## src/rtl/bias_update_sequencer_pkg.sv

```systemverilog
// Shared definitions for the bias-update sequencer: FSM encoding, default
// network geometry and small elaboration-time helpers.
package bias_update_sequencer_pkg;

  typedef enum logic [2:0] {
    S_IDLE = 3'd0,
    S_RD   = 3'd1,
    S_WAIT = 3'd2,
    S_UPD  = 3'd3,
    S_WR   = 3'd4,
    S_DONE = 3'd5
  } state_t;

  localparam int DEF_HIDDEN = 16;
  localparam int DEF_X      = 4;
  localparam int DEF_LAYER  = 3;

  function automatic int total_bias(input int layer, input int hidden, input int xo);
    return (layer - 1) * hidden + xo;
  endfunction

  localparam int TOTAL_BIAS = total_bias(DEF_LAYER, DEF_HIDDEN, DEF_X);

  // Counter width that never collapses to zero bits.
  function automatic int cw(input int n);
    return (n <= 1) ? 1 : $clog2(n);
  endfunction

endpackage

```

## src/rtl/bias_update_sequencer_index.sv

```systemverilog
// Neuron/layer walker: output layer first, then downwards; neuron wraps at
// x in the output layer and HiddenNeuron elsewhere.
module bias_index_counter
  import bias_update_sequencer_pkg::*;
#(
  parameter int AWIDTH       = 10,
  parameter int HiddenNeuron = DEF_HIDDEN,
  parameter int x            = DEF_X,
  parameter int Layer        = DEF_LAYER
) (
  input  logic              clk,
  input  logic              rst,
  input  logic              load,
  input  logic              adv,
  output logic [AWIDTH-1:0] idx,
  output logic              last
);

  localparam int NMAX = (HiddenNeuron > x) ? HiddenNeuron : x;
  localparam int LW   = cw(Layer);
  localparam int NW   = cw(NMAX + 1);

  localparam logic [LW-1:0] TOP_L   = LW'(Layer - 1);
  // An empty output layer is skipped by starting one layer lower.
  localparam logic [LW-1:0] FIRST_L = (x == 0 && Layer > 1) ? LW'(Layer - 2) : LW'(Layer - 1);

  logic [LW-1:0] layer;
  logic [NW-1:0] neuron;
  logic [NW-1:0] wrap;
  logic          nlast;

  assign wrap  = (layer == TOP_L) ? NW'(x) : NW'(HiddenNeuron);
  assign nlast = (neuron == wrap - NW'(1));
  assign last  = (layer == '0) && nlast;
  assign idx   = AWIDTH'(layer) * AWIDTH'(HiddenNeuron) + AWIDTH'(neuron);

  always_ff @(posedge clk) begin
    if (!rst) begin
      layer  <= '0;
      neuron <= '0;
    end else if (load) begin
      layer  <= FIRST_L;
      neuron <= '0;
    end else if (adv) begin
      if (nlast) begin
        neuron <= '0;
        layer  <= layer - LW'(1);
      end else begin
        neuron <= neuron + NW'(1);
      end
    end
  end

endmodule

```

## src/rtl/bias_update_sequencer.sv

```systemverilog
// Walks every bias through read -> latency wait -> datapath enable -> write
// back, between the training FSM handshake and the bias BRAM / delta buffer.
module bias_update_sequencer
  import bias_update_sequencer_pkg::*;
#(
  parameter int DWIDTH       = 32,
  parameter int AWIDTH       = 10,
  parameter int HiddenNeuron = DEF_HIDDEN,
  parameter int x            = DEF_X,
  parameter int Layer        = DEF_LAYER,
  parameter int BIAS_BASE    = 0,
  parameter int RD_LAT       = 1
) (
  input  logic              clk,
  input  logic              rst,
  input  logic              start,
  input  logic              hold,
  output logic [AWIDTH-1:0] bram_addr,
  output logic              bram_re,
  output logic              bram_we,
  output logic [AWIDTH-1:0] delta_addr,
  output logic              en_b_back,
  output logic              busy,
  output logic              done
);

  localparam int NBIAS = total_bias(Layer, HiddenNeuron, x);
  localparam int WCW   = cw(RD_LAT);

  if (RD_LAT < 1 || DWIDTH < 1) begin : g_bad_cfg
    $error("bias_update_sequencer: RD_LAT and DWIDTH must be >= 1");
  end

  state_t           state, nstate;
  logic [WCW-1:0]   wcnt;
  logic [AWIDTH-1:0] idx;
  logic             last;
  logic             ld, adv, act;

  assign ld  = (state == S_IDLE) && start && !hold;
  assign adv = (state == S_WR) && !hold;

  bias_index_counter #(
    .AWIDTH      (AWIDTH),
    .HiddenNeuron(HiddenNeuron),
    .x           (x),
    .Layer       (Layer)
  ) u_idx (
    .clk (clk),
    .rst (rst),
    .load(ld),
    .adv (adv),
    .idx (idx),
    .last(last)
  );

  // hold freezes state and wait count together so a held step resumes intact.
  always_ff @(posedge clk) begin
    if (!rst) begin
      state <= S_IDLE;
      wcnt  <= '0;
    end else if (!hold) begin
      state <= nstate;
      wcnt  <= (state == S_WAIT) ? wcnt + WCW'(1) : '0;
    end
  end

  // RD itself is the first latency cycle, so WAIT lasts RD_LAT-1 cycles.
  always_comb begin
    nstate = state;
    case (state)
      S_IDLE: if (start) nstate = (NBIAS == 0) ? S_DONE : S_RD;
      S_RD:   nstate = (RD_LAT == 1) ? S_UPD : S_WAIT;
      S_WAIT: if (wcnt == WCW'(RD_LAT - 2)) nstate = S_UPD;
      S_UPD:  nstate = S_WR;
      S_WR:   nstate = last ? S_DONE : S_RD;
      S_DONE: nstate = S_IDLE;
      default: nstate = S_IDLE;
    endcase
  end

  // Strobes also drop while rst is low so a write caught by reset never lands.
  assign act = rst && !hold;

  always_comb begin
    bram_re    = 1'b0;
    bram_we    = 1'b0;
    en_b_back  = 1'b0;
    bram_addr  = '0;
    delta_addr = '0;
    busy       = (state != S_IDLE);
    done       = (state == S_DONE);
    case (state)
      S_RD:   bram_re   = act;
      S_UPD:  en_b_back = act;
      S_WR:   bram_we   = act;
      default: ;
    endcase
    if (state inside {S_RD, S_WAIT, S_UPD, S_WR}) begin
      bram_addr  = AWIDTH'(BIAS_BASE) + idx;
      delta_addr = idx;
    end
  end

endmodule

```

## config.mk

```make
export PLATFORM = sky130hd
export DESIGN_NAME = bias_update_sequencer
export DESIGN_NICKNAME = d
export VERILOG_FILES = /design/src/rtl/bias_update_sequencer_pkg.sv /design/src/rtl/bias_update_sequencer_index.sv /design/src/rtl/bias_update_sequencer.sv
export SDC_FILE = /design/constraint.sdc
export NUM_CORES = 1
export LEC_CHECK = 0
export ABC_AREA = 1
export BUFFER_PORTS_ARGS = -buffer_cell sky130_fd_sc_hd__buf_2
export CORE_UTILIZATION = 44
export CTS_CLUSTER_DIAMETER = 50
export DETAILED_ROUTE_END_ITERATION = 6
export PLACE_DENSITY = 0.85
export REMOVE_ABC_BUFFERS = 1
export SLEW_MARGIN = 20
export SYNTH_ARGS = -nofsm -noshare
export SYNTH_HDL_FRONTEND = slang
export SYNTH_SLANG_ARGS = --single-unit
```

## constraint.sdc

```tcl
create_clock -name clk -period 1.22 [get_ports clk]
set_input_delay 0.244 -clock clk [delete_from_list [all_inputs] [get_ports clk]]
set_output_delay 0.244 -clock clk [all_outputs]
set_load 0.005 [all_outputs]
```

## Yosys cells after proc, flatten, opt, wreduce, memory -nomap -nowiden

Index checks and enable logic that the tools add are counted.

- Register bits: 11
- Input port bits: 4
- Output and inout port bits: 25
- Word-level logic and storage cells: 51

- Add/sub/neg operators: 5
- Eq/ne operators: 9
- Multiplexer cells: 14
- Bitwise operators: 2
- Reduce and logical (&&, ||, !) cells: 16

Operators with widths:

| operator | count |
|---|---|
| one-hot mux 3 bit (5 select lines) | 1 |
| 2-to-1 mux 10 bit | 1 |
| 2-to-1 mux 5 bit | 2 |
| 2-to-1 mux 3 bit | 3 |
| adder 6 x 5 -> 7 bit | 1 |
| equality test 3 x 2 -> 1 bit (second input constant) | 2 |
| equality test 3 bit (second input constant) | 2 |
| 2-to-1 mux 2 bit | 3 |
| adder 5 x 1 -> 5 bit (second input constant) | 1 |
| equality test 5 bit | 1 |
| logical AND 1 bit | 5 |
| subtractor 5 x 1 -> 5 bit (second input constant) | 1 |
| 2-to-1 mux 1 bit | 4 |
| != test 2 bit (second input constant) | 2 |
| AND reduction 2 bit | 2 |
| nonzero test 2 bit | 2 |
| nonzero test 4 bit | 1 |
| equality test 3 x 1 -> 1 bit (second input constant) | 1 |
| logical NOT 3 bit | 1 |
| AND reduction 3 bit | 1 |
| nonzero test 3 bit | 1 |
| equality test 2 bit (second input constant) | 1 |
| logical NOT 2 bit | 1 |
| inverter 1 bit | 2 |
| other kinds (4) | 4 |

## Logic depth before layout (Yosys ltp)

Gate-level depths: netlist (run 1).

- Depth in word-level cells: 7
- Depth in mapped cells: 10
- Gate-level depth less buffers: 10

## Modules after synthesis

Synthesis (run 1) repeated with hierarchy kept, for this count alone.

- Cell total of the unflattened synthesis: 137
- Area total of the unflattened synthesis: 908.4 um2

Modules (own cells, without submodules):

| module | times used | cells an instance | area an instance (um2) | sequential area each (um2) |
|---|---|---|---|---|
| bias_index_counter | 1 | 60 | 474.2 | 140.1 |
| bias_update_sequencer | 1 | 77 | 434.2 | 80.1 |

## Least setup slack after synthesis (run 1)

No wires, ideal clock.

- Path type: flip-flop to output port
- From: reg state[0]
- To: out delta_addr[0]
- Arrival: 1.151 ns
- Data required time: 0.976 ns
- Setup slack: -0.175 ns
- Cell stages (with the launch flop): 8
- Buffers on the path: 1
- Path through: dfxtp_1 > inv_1 > nand2_1 > nor2_1 > inv_1 > a21oi_4 > nor2_1 > buf_4

- Cells in the longest elaborated chain, start to end: 3
- Elaborated cells on any way between the ends: 6
- Those cells by class: 4 x eq/ne; 1 x mux; 1 x reduce/logical

RTL lines:

| element | line | source |
|---|---|---|
| start: declaration | bias_update_sequencer.sv:34 | `state_t state, nstate;` |
| start signal: assignment | bias_update_sequencer.sv:63 | `state <= nstate;` |
| equality test 3 x 1 -> 1 bit (tied with other cells) | bias_update_sequencer.sv:99 | `if (state inside {S_RD, S_WAIT, S_UPD, S_WR}) begin` |
| nonzero test 4 bit (*) | bias_update_sequencer.sv:99 |  |
| 2-to-1 mux 10 bit (*) | n/a |  |
| end: declaration | bias_update_sequencer.sv:21 | `output logic [AWIDTH-1:0] delta_addr,` |

Mark *: on every way between the ends. The rest lies on a longest branch, timed or not.

## Final worst setup path (run 1)

- From: reg state[0]
- To: out delta_addr[2]

- Cells in the longest elaborated chain, start to end: 3
- Elaborated cells on any way between the ends: 6
- Those cells by class: 4 x eq/ne; 1 x mux; 1 x reduce/logical

RTL lines:

| element | line |
|---|---|
| equality test 3 x 1 -> 1 bit (tied with other cells) | bias_update_sequencer.sv:99 |
| nonzero test 4 bit (*) | bias_update_sequencer.sv:99 |
| 2-to-1 mux 10 bit (*) | bias_update_sequencer.sv:99 |

Marked as above.

==> metrics.md, run 1 <==
| Metric | Value |
|---|---|
| Status | finished with violations |
| Failing checks | negative setup slack |
| Pwr dens | 765 nW/um2 |
| Clk slew on worst S/H paths | 0.08 ns |
| FF-to-FF path depth | 8 |
| Initial core utilization | 48.3% |
| Chip width | 46.2 um |
| FP Rows | 15 |
| Final-report hold violation count | 0 |
| Port bufs | 22 |
| Max cap viols | 0 |
| Initial antenna violation count | 0 |
| Vias in the first global route | 840 |
| CP startpoint kind | register |
| Max Freq | 598 MHz |
| Io pins | 29 |
| Tcrit/Tclk final | 137% |
| Post-Synthesis Cells | 135 |
| Final WL | 2.95 mm |
| CP arrival | 1.43 ns |
| Skew final | 0.00152 ns |
| WP data required | 0.98 ns |
| Cts hold-fix bufs | 0 |
| Final Max Tran Viols | 0 |
| DIE HEIGHT | 46.2 um |
| GP Congestion | 0.865 |
| ANT cells | 0 |
| Dpl hpwl | 1.60 mm |
| Commonest non-fill, non-tap cell in the layout | buf_2 |
| Placed cells | 191 |
| Max FO, Critical Path | 7 |
| Drt first-iter violations | 42 |
| RSZ-0062 raised after global routing | yes |
| Leakage | 0.000664 uW |
| Register area share after synthesis | 25.6% |
| Area Overhead vs Synth | 62.4% |
| Clk buf depth | 2 |
| Tot Pwr | 1070 uW |
| Most frequent cells in the layout | 22 x buf_2, 18 x buf_4, 15 x inv_1 |
| Post-synthesis register bit count | 11 |
| Global-route wire length before repair | 3.35 mm |
| Tmin final | 1.67 ns |
| Clk root buf | clkbuf_4 |
| Fraction of layout cells with a size suffix above 1 | 61.0% |
| GR Overflow Total | 0 |
| Hold_ws | 0.200 ns |
| Netlist cell types | 19 |
| DRT Pass-1 Iters | 5 |
| Core area | 1780 um2 |
| Setup Viol. Count Final | 29 |
| Largest net degree at the start of global routing | 8 |
| Synthesized area | 861 um2 |
| Via count | 1062 |
| TritonCTS Sinks | 11 |
| CTS tree | yes |
| CTS Buf Count | 3 |
| Fin nets | 187 |
| Level count of the clock H-tree | 1 |
| WHS Path Cells | 2 |
| Crit Path Category | reg2out |
| Skew-Pair Late Insertion Delay | 0.28 ns |
| WL per Instance | 14.6 um |
| Drt via density | 5.26 |
| Hold/Removal Path Class | in2reg |
| Detail Route Antenna Nets | 0 |
| Full die area | 2140 um2 |
| Mean post-synth cell area | 6.38 um2 |
| PnR worst setup slack | -0.454 ns |
| Non-filler cells, final | 202 |
| Setup crit end kind | output port |
| VDD IR max | 0.000572 V |
| All-Layer GR Usage | 22.6% |
| YS warnings | 0 |
| DRC viols | 0 |
## per-layer routing
| metal | track usage [%] | wire (um) | up-vias | part of all wire [%] |
|---|---|---|---|---|
| li1 | - | - | 486 | - |
| met1 | 26.3 | 1180 | 486 | 40 |
| met2 | 38.0 | 1450 | 70 | 49 |
| met3 | 5.88 | 205 | 20 | 7.0 |
| met4 | 11.2 | 110 | 0 | 3.7 |
| met5 | 0 | 0 | - | 0 |
## cell type report
cell class / instances / area (um2)
Tap cell: 25 / 31.3
Timing Repair Buffer: 47 / 333
Fill cell: 103 / 385
Clock inverter: 1 / 5.00
Sequential cell: 11 / 234
Clock buffer: 3 / 22.5
Inverter: 21 / 78.8
Multi-Input combinational cell: 94 / 693
## worst max-delay path, stage by stage, from the launching register on
cell and delay, ns:
dfxtp_2 0.36, buf_6 0.11, nand2_4 0.06, nand2_4 0.07, nand2_4 0.06, a21oi_4 0.17, buf_12 0.16, nor2_2 0.05
buf_2 0.12
## per-stage QoR
step / util, % / worst slack, ns / cell area, um2 / TNS (ns)
3_3_place_gp: 58.9 / -0.139 / 1050 / -2.07
6_report: 78.4 / -0.454 / 1400 / -8.08
3_5_place_dp: 58.9 / -0.239 / 1050 / -3.55
2_1_floorplan: - / -0.0489 / 774 / -0.685
5_1_grt: 78.4 / -0.496 / 1400 / -9.27
4_1_cts: 65.1 / -0.453 / 1160 / -7.28
## synth_stat cells
library cell,count,share of area [%]
nand2_2,1,0.73
nand3_2,1,1.2
xor2_1,2,2.0
dfxtp_1,11,26
nand3_1,7,4.1
nor2_2,2,1.5
nand2_1,28,12
ha_1,5,7.3
a21oi_1,7,4.1
buf_4,14,12
nand4_1,3,2.2
a21oi_4,1,1.9
nor2_1,24,10
o21bai_1,1,0.87
inv_1,21,9.2
nor2_4,1,1.3
o21ai_0,4,2.3
nor3_1,1,0.58
conb_1,1,0.44
## flip-flops by register name, indices dropped and copies added, names as in the netlist
signal,flops
state,3
u_idx.layer,2
u_idx.neuron,5
wcnt,1
## timing repair
item	4_1_cts	5_1_grt
pin swaps	13	17
setup buffers	2	6
setup endpoints to repair	25	29
gates resized for setup	25	55
## cells by family (layout without fill, tap and decap cells)
kind of cell	count (synthesis)	after routing	synth area share [%]
DFF	11	11	25.6
adders and majority gates	5	5	7.27
and+or+nand+nor	68	68	34.2
buffers and inverters	35	72	21.4
AOI/OAI and AO/OA	13	13	9.16
other	1	6	0.436
xor gates and xnor gates	2	2	2.04
## worst paths after layout
| check | from | to | slack, ns |
|---|---|---|---|
| hold / removal | hold | wcnt | 0.20 |
| setup / recovery | state[0] | delta_addr[2] | -0.45 |
| setup reg to reg | state[0] | u_idx.neuron[2] | -0.15 |
| hold reg to reg | wcnt | wcnt | 0.47 |
## report_power, final
| part | leakage, uW | switching (uW) | internal (uW) |
|---|---|---|---|
| sequential | 0.0000931 | 12.1 | 371 |
| clock | 0.0000177 | 146 | 122 |
| combinational | 0.000553 | 243 | 176 |
| total | 0.000664 | 401 | 668 |
(Power assumes the default switching activity.)
==> run 2: changes to the inputs <==
--- a/config.mk
+++ b/config.mk
@@ -7,10 +7,11 @@
 export LEC_CHECK = 0
 export ABC_AREA = 1
 export BUFFER_PORTS_ARGS = -buffer_cell sky130_fd_sc_hd__buf_2
-export CORE_UTILIZATION = 44
+export CORE_UTILIZATION = 46
+export CTS_BUF_LIST = sky130_fd_sc_hd__clkbuf_4 sky130_fd_sc_hd__clkbuf_8
 export CTS_CLUSTER_DIAMETER = 50
 export DETAILED_ROUTE_END_ITERATION = 6
-export PLACE_DENSITY = 0.85
+export PLACE_DENSITY = 0.88
 export REMOVE_ABC_BUFFERS = 1
 export SLEW_MARGIN = 20
 export SYNTH_ARGS = -nofsm -noshare
==> metrics.md, run 2 (synthesis results as in run 1) <==
| Metric | Value |
|---|---|
| Failing checks | negative setup slack |
| Skew-Pair Late Insertion Delay | 0.30 ns (+0.02 ns) |
| FF-to-FF Start | u_idx.layer[0] |
| Fraction of layout cells with a size suffix above 1 | 58.4% (-2.6 points) |
| Grt met3 use | 2.40% (-3.5 points) |
| CP startpoint kind | register |
| Final-report hold violation count | 0 (unchanged) |
| Status | finished with violations |
| Clk buf depth | 2 (unchanged) |
| Most frequent cells in the layout | 21 x buf_2, 17 x nand2_1, 16 x buf_4 |
| Chip width | 45.3 um (-2.1%) |
| Crit Path Category | reg2out |
| Dpl hpwl | 1.62 mm (+1.3%) |
| ANT cells | 0 (unchanged) |
| Slowest-stage cell, CP | dfxtp_4 |
| Final WL | 2.78 mm (-5.7%) |
| Buf/Inv on CP | 3 (unchanged) |
| Most Used Layer, Global Route | met2 |
| Tmin final | 1.69 ns (+0.0210 ns) |
| Hold_ws | 0.187 ns (-0.0122 ns) |
| Setup crit end kind | output port |
| WP depth | 7 (-1) |
| Max cap viols | 0 (unchanged) |
| Largest net degree at the start of global routing | 9 (+1) |
| CP cell instances | inv_1 > nand2_1 > nand2_2 > a21oi_4 > buf_6 > nor2_2 > buf_2 |
| Crit-path max cell delay | 0.38 ns (+0.02 ns) |
| Setup WS pre-CTS | -0.185 ns (+0.0546 ns) |
| Setup Viol. Count Final | 27 (-6.9%) |
| Io pins | 29 (unchanged) |
| CP startpoint | state[2] |
| CTS Buf Count | 3 (unchanged) |
| FP Rows | 15 (unchanged) |
| Hold/Removal Path Class | in2reg |
| Core area | 1750 um2 (-2.1%) |
| Final Util | 76.5% (-1.9 points) |
| Met2 Track Usage GR | 46.7% (+8.6 points) |
| Level count of the clock H-tree | 1 (unchanged) |
| Tcrit/Tclk final | 139% (+1.7 points) |
| R2r setup slk | -0.13 ns (+0.02 ns) |
| Grt met1 use | 26.5% (+0.17 points) |
| Vias in the first global route | 836 (-0.48%) |
| Max Freq | 590 MHz (-1.2%) |
| Via count | 1004 (-5.5%) |
| Global-route wire length before repair | 3.54 mm (+5.8%) |
| Initial antenna violation count | 0 (unchanged) |
| FF-to-FF path depth | 10 (+2) |
| Max FFs per register | 5 (unchanged) |
| CP arrival | 1.45 ns (+0.02 ns) |
| Drt via density | 5.07 (-3.6%) |
| Pwr dens | 797 nW/um2 (+4.1%) |
| Detail Route Antenna Nets | 0 (unchanged) |
| FF-to-FF End | u_idx.neuron[2] |
| DRT Pass-1 Iters | 4 (-1) |
| Max FO, Critical Path | 4 (-3) |
| Delay-heaviest family, CP | flip-flops |
| Clk slew on worst S/H paths | 0.09 ns (about the same) |
| DIE HEIGHT | 45.3 um (-2.1%) |
| DRC viols | 0 (unchanged) |
| Clk root buf | clkbuf_4 |
| TritonCTS Sinks | 11 (unchanged) |
| GR Overflow Total | 0 (unchanged) |
| All-Layer GR Usage | 24.1% (+1.5 points) |
| PnR worst setup slack | -0.474 ns (-0.0210 ns) |
| Initial core utilization | 49.3% (+1.0 points) |
| Final Max Tran Viols | 0 (unchanged) |
| Port bufs | 22 (unchanged) |
| Tot Pwr | 1060 uW (-0.52%) |
| CTS tree | yes |
| Leading registers by flop count | u_idx.neuron: 5 flops, state: 3 flops, u_idx.layer: 2 flops |
| Fin nets | 183 (-2.1%) |
| Leakage | 0.000589 uW (-11%) |
| Skew final | 0.00953 ns (+0.00801 ns) |
| Largest Register | u_idx.neuron |
| WP data required | 0.98 ns (about the same) |
| Worst setup endpoint | delta_addr[3] |
| Area Overhead vs Synth | 55.1% |
| Full die area | 2050 um2 (-4.2%) |
| GP Congestion | 0.837 (-3.3%) |
| WL per Instance | 14.0 um (-3.8%) |
| RSZ-0062 raised after global routing | yes |
| Commonest non-fill, non-tap cell in the layout | buf_2 |
| Drt first-iter violations | 26 (-38%) |
| VDD IR max | 0.000661 V (+16%) |
==> run 2: how the worst min path moves through the flow <==
stage / from / to / slack (ns) / depth (start not counted)
detailed placement: wcnt / wcnt / 0.46 / 2
floorplan: hold / wcnt / 0.34 / 1
global placement: wcnt / wcnt / 0.45 / 2
global route: hold / wcnt / 0.19 / 2
CTS: hold / wcnt / 0.19 / 2
finish: hold / wcnt / 0.19 / 2
==> run 2: final cells by class <==
| cell class | count | area [um2] |
|---|---|---|
| Multi-Input combinational cell | 94 | 662 |
| Fill cell | 131 | 410 |
| Timing Repair Buffer | 43 | 293 |
| Sequential cell | 11 | 235 |
| Inverter | 21 | 83.8 |
| Tap cell | 25 | 31.3 |
| Clock buffer | 4 | 30.0 |
==> run 2: routing by layer <==
| layer | wire length, um | up-vias |
|---|---|---|
| li1 | - | 476 |
| met2 | 1460 | 39 |
| met5 | 0 | - |
| met1 | 1120 | 480 |
| met4 | 77 | 0 |
| met3 | 122 | 9 |
==> run 2: power by group <==
group          leakage [uW]  internal, uW  switching [uW]  total, uW
registers         0.0000936           373            18.2        391
clock network     0.0000184           150             156        306
logic              0.000477           164             203        367
==> run 2: worst register-to-register path: stages (launching register included) <==
cell     delay (ns)
dfxtp_2        0.34
buf_6          0.12
inv_4          0.06
ha_4           0.13
inv_2          0.05
nand2_2        0.07
nand2_2        0.07
nor2_4         0.17
nand2_2        0.11
nand3_4        0.09
nor2_1         0.05
==> run 2: what timing repair did <==
item | CTS | global route
pin swaps | 9 | 17
endpoints found under the setup margin | 26 | 29
buffers inserted | 1 | 4
resized for setup | 35 | 36
hold buffers | 0 | 0
==> run 2: metrics by stage <==
step                TNS (ns)  cell area (um2)  cells
global route           -9.66             1340    198
detailed placement     -2.86             1040    190
floorplan             -0.685              774    126
finish                 -8.23             1340    198
global placement       -1.76             1040    190
CTS                    -6.96             1180    194
==> run 3: changes to the inputs <==
--- a/config.mk
+++ b/config.mk
@@ -13,6 +13,8 @@
 export DETAILED_ROUTE_END_ITERATION = 6
 export PLACE_DENSITY = 0.88
 export REMOVE_ABC_BUFFERS = 1
+export SETUP_SLACK_MARGIN = 0.4
+export SKIP_LAST_GASP = 1
 export SLEW_MARGIN = 20
 export SYNTH_ARGS = -nofsm -noshare
 export SYNTH_HDL_FRONTEND = slang
==> metrics.md, run 3 (synthesis results as in run 1) <==
| Metric | Value |
|---|---|
| Fin nets | 187 (+2.2%) |
| CP startpoint kind | register |
| Area Overhead vs Synth | 59.7% |
| Skew-Pair Late Insertion Delay | 0.28 ns (-0.02 ns) |
| ANT cells | 0 (unchanged) |
| FP Rows | 15 (unchanged) |
| Global-route wire length before repair | 3.51 mm (-0.76%) |
| Drt first-iter violations | 13 (-50%) |
| WHS Path Cells | 2 (unchanged) |
| Core area | 1750 um2 (unchanged) |
| Leading registers by flop count | u_idx.neuron: 5 flops, state: 3 flops, u_idx.layer: 2 flops |
| Hold/Removal Path Class | in2reg |
| Largest net degree at the start of global routing | 9 (unchanged) |
| TritonCTS Sinks | 11 (unchanged) |
| WP data required | 0.98 ns (about the same) |
| Clk root buf | clkbuf_4 |
| Detail Route Antenna Nets | 0 (unchanged) |
| CTS tree | yes |
| Chip width | 45.3 um (unchanged) |
| CP arrival | 1.45 ns (about the same) |
| Leakage | 0.000625 uW (+6.0%) |
| Dpl hpwl | 1.62 mm (unchanged) |
| Cts hold-fix bufs | 0 (unchanged) |
| Placed cells | 190 (unchanged) |
| Clk slew on worst S/H paths | 0.08 ns (about the same) |
| Clk buf depth | 2 (unchanged) |
| GR Overflow Total | 0 (unchanged) |
| Final Max Tran Viols | 0 (unchanged) |
| Non-filler cells, final | 202 (+2.0%) |
| Final WL | 2.70 mm (-2.7%) |
| Setup WS pre-CTS | -0.185 ns (unchanged) |
| Crit Path Category | reg2out |
| Io pins | 29 (unchanged) |
| Most frequent cells in the layout | 21 x buf_2, 18 x buf_4, 15 x inv_1, 15 x nand2_1, 13 x nand2_2 |
| Fraction of layout cells with a size suffix above 1 | 60.5% (+2.1 points) |
| FF-to-FF path depth | 10 (unchanged) |
| VDD IR max | 0.000576 V (-13%) |
| DRT Pass-1 Iters | 4 (unchanged) |
| Max Freq | 589 MHz (-0.16%) |
| Vias in the first global route | 863 (+3.2%) |
| Setup crit end kind | output port |
| WL per Instance | 13.4 um (-4.7%) |
| Setup Viol. Count Final | 29 (+7.4%) |
| Tcrit/Tclk final | 139% (+0.23 points) |
| Drt via density | 4.99 (-1.7%) |
| Commonest non-fill, non-tap cell in the layout | buf_2 |
| Fillers | 118 (-9.9%) |
| All-Layer GR Usage | 24.0% (-0.083 points) |
| CTS Buf Count | 3 (unchanged) |
| Hold_ws | 0.189 ns (+0.00133 ns) |
| Tmin final | 1.70 ns (+0.00276 ns) |
| DRC viols | 0 (unchanged) |
| Final-report hold violation count | 0 (unchanged) |
| Skew final | 0.00222 ns (-0.00732 ns) |
| PnR worst setup slack | -0.477 ns (-0.00276 ns) |
| Max cap viols | 0 (unchanged) |
| Final Util | 78.8% (+2.3 points) |
| Level count of the clock H-tree | 1 (unchanged) |
| Max FFs per register | 5 (unchanged) |
| Initial antenna violation count | 0 (unchanged) |
| Max FO, Critical Path | 7 (+3) |
| Via count | 1007 (+0.30%) |
| GP Congestion | 0.837 (unchanged) |
| Pwr dens | 761 nW/um2 (-4.5%) |
| DIE HEIGHT | 45.3 um (unchanged) |
| RSZ-0062 raised after global routing | yes |
| Full die area | 2050 um2 (unchanged) |
| Initial core utilization | 49.3% (unchanged) |
| Largest Register | u_idx.neuron |
| Failing checks | negative setup slack |
| Port bufs | 22 (unchanged) |
| Status | finished with violations |
-- run 3: repair_timing --
item	4_1_cts	5_1_grt
hold endpoints to repair	0	0
pin swaps	16	20
setup endpoints to repair	30	30
resized for setup	34	40
buffers inserted	2	6
-- run 3: worst paths after layout --
kind	start	to	slack [ns]
setup / recovery	state[0]	delta_addr[3]	-0.48
hold / removal	hold	wcnt	0.19
setup reg to reg	u_idx.layer[0]	u_idx.neuron[2]	-0.19
hold reg to reg	wcnt	wcnt	0.47
-- run 3: layout make-up --
cell class	count	area [um2]	area share, %
multi-input combinational	94	661	48.0
sequential	11	230	16.7
tap	25	31.3	2.27
inverter	21	83.8	6.10
clock buffer	4	30.0	2.18
timing repair buffer	47	339	24.7
-- run 3: power breakdown --
group / switching (uW) / internal [uW]
Combinational: 207 / 157
Sequential: 17.2 / 372
Clock: 144 / 149
Total: 367 / 679
-- run 3: layer usage --
layer | global-route usage, % | vias to the layer above | wire length [um]
li1 | - | 483 | -
met1 | 25.7 | 477 | 1090
met2 | 45.2 | 37 | 1430
met3 | 2.80 | 10 | 99
met4 | 12.7 | 0 | 85
met5 | 0 | - | 0
-- run 3: critical path: stages (launching register included) --
cell and delay (ns):
dfxtp_4 0.37, inv_4 0.06, nand2_4 0.06, nor2_4 0.10
inv_2 0.06, a21oi_4 0.29, nor2_2 0.09, buf_2 0.13
-- run 3: per-stage QoR --
| stage | setup TNS (ns) | cell area, um2 | total power, uW |
|---|---|---|---|
| 3_5_place_dp | -2.86 | 1040 | 617 |
| 5_1_grt | -10.49 | 1380 | 1090 |
| 4_1_cts | -7.97 | 1190 | 966 |
| 2_1_floorplan | -0.685 | 774 | 515 |
| 3_3_place_gp | -1.76 | 1040 | 607 |
| 6_report | -8.77 | 1380 | 1050 |
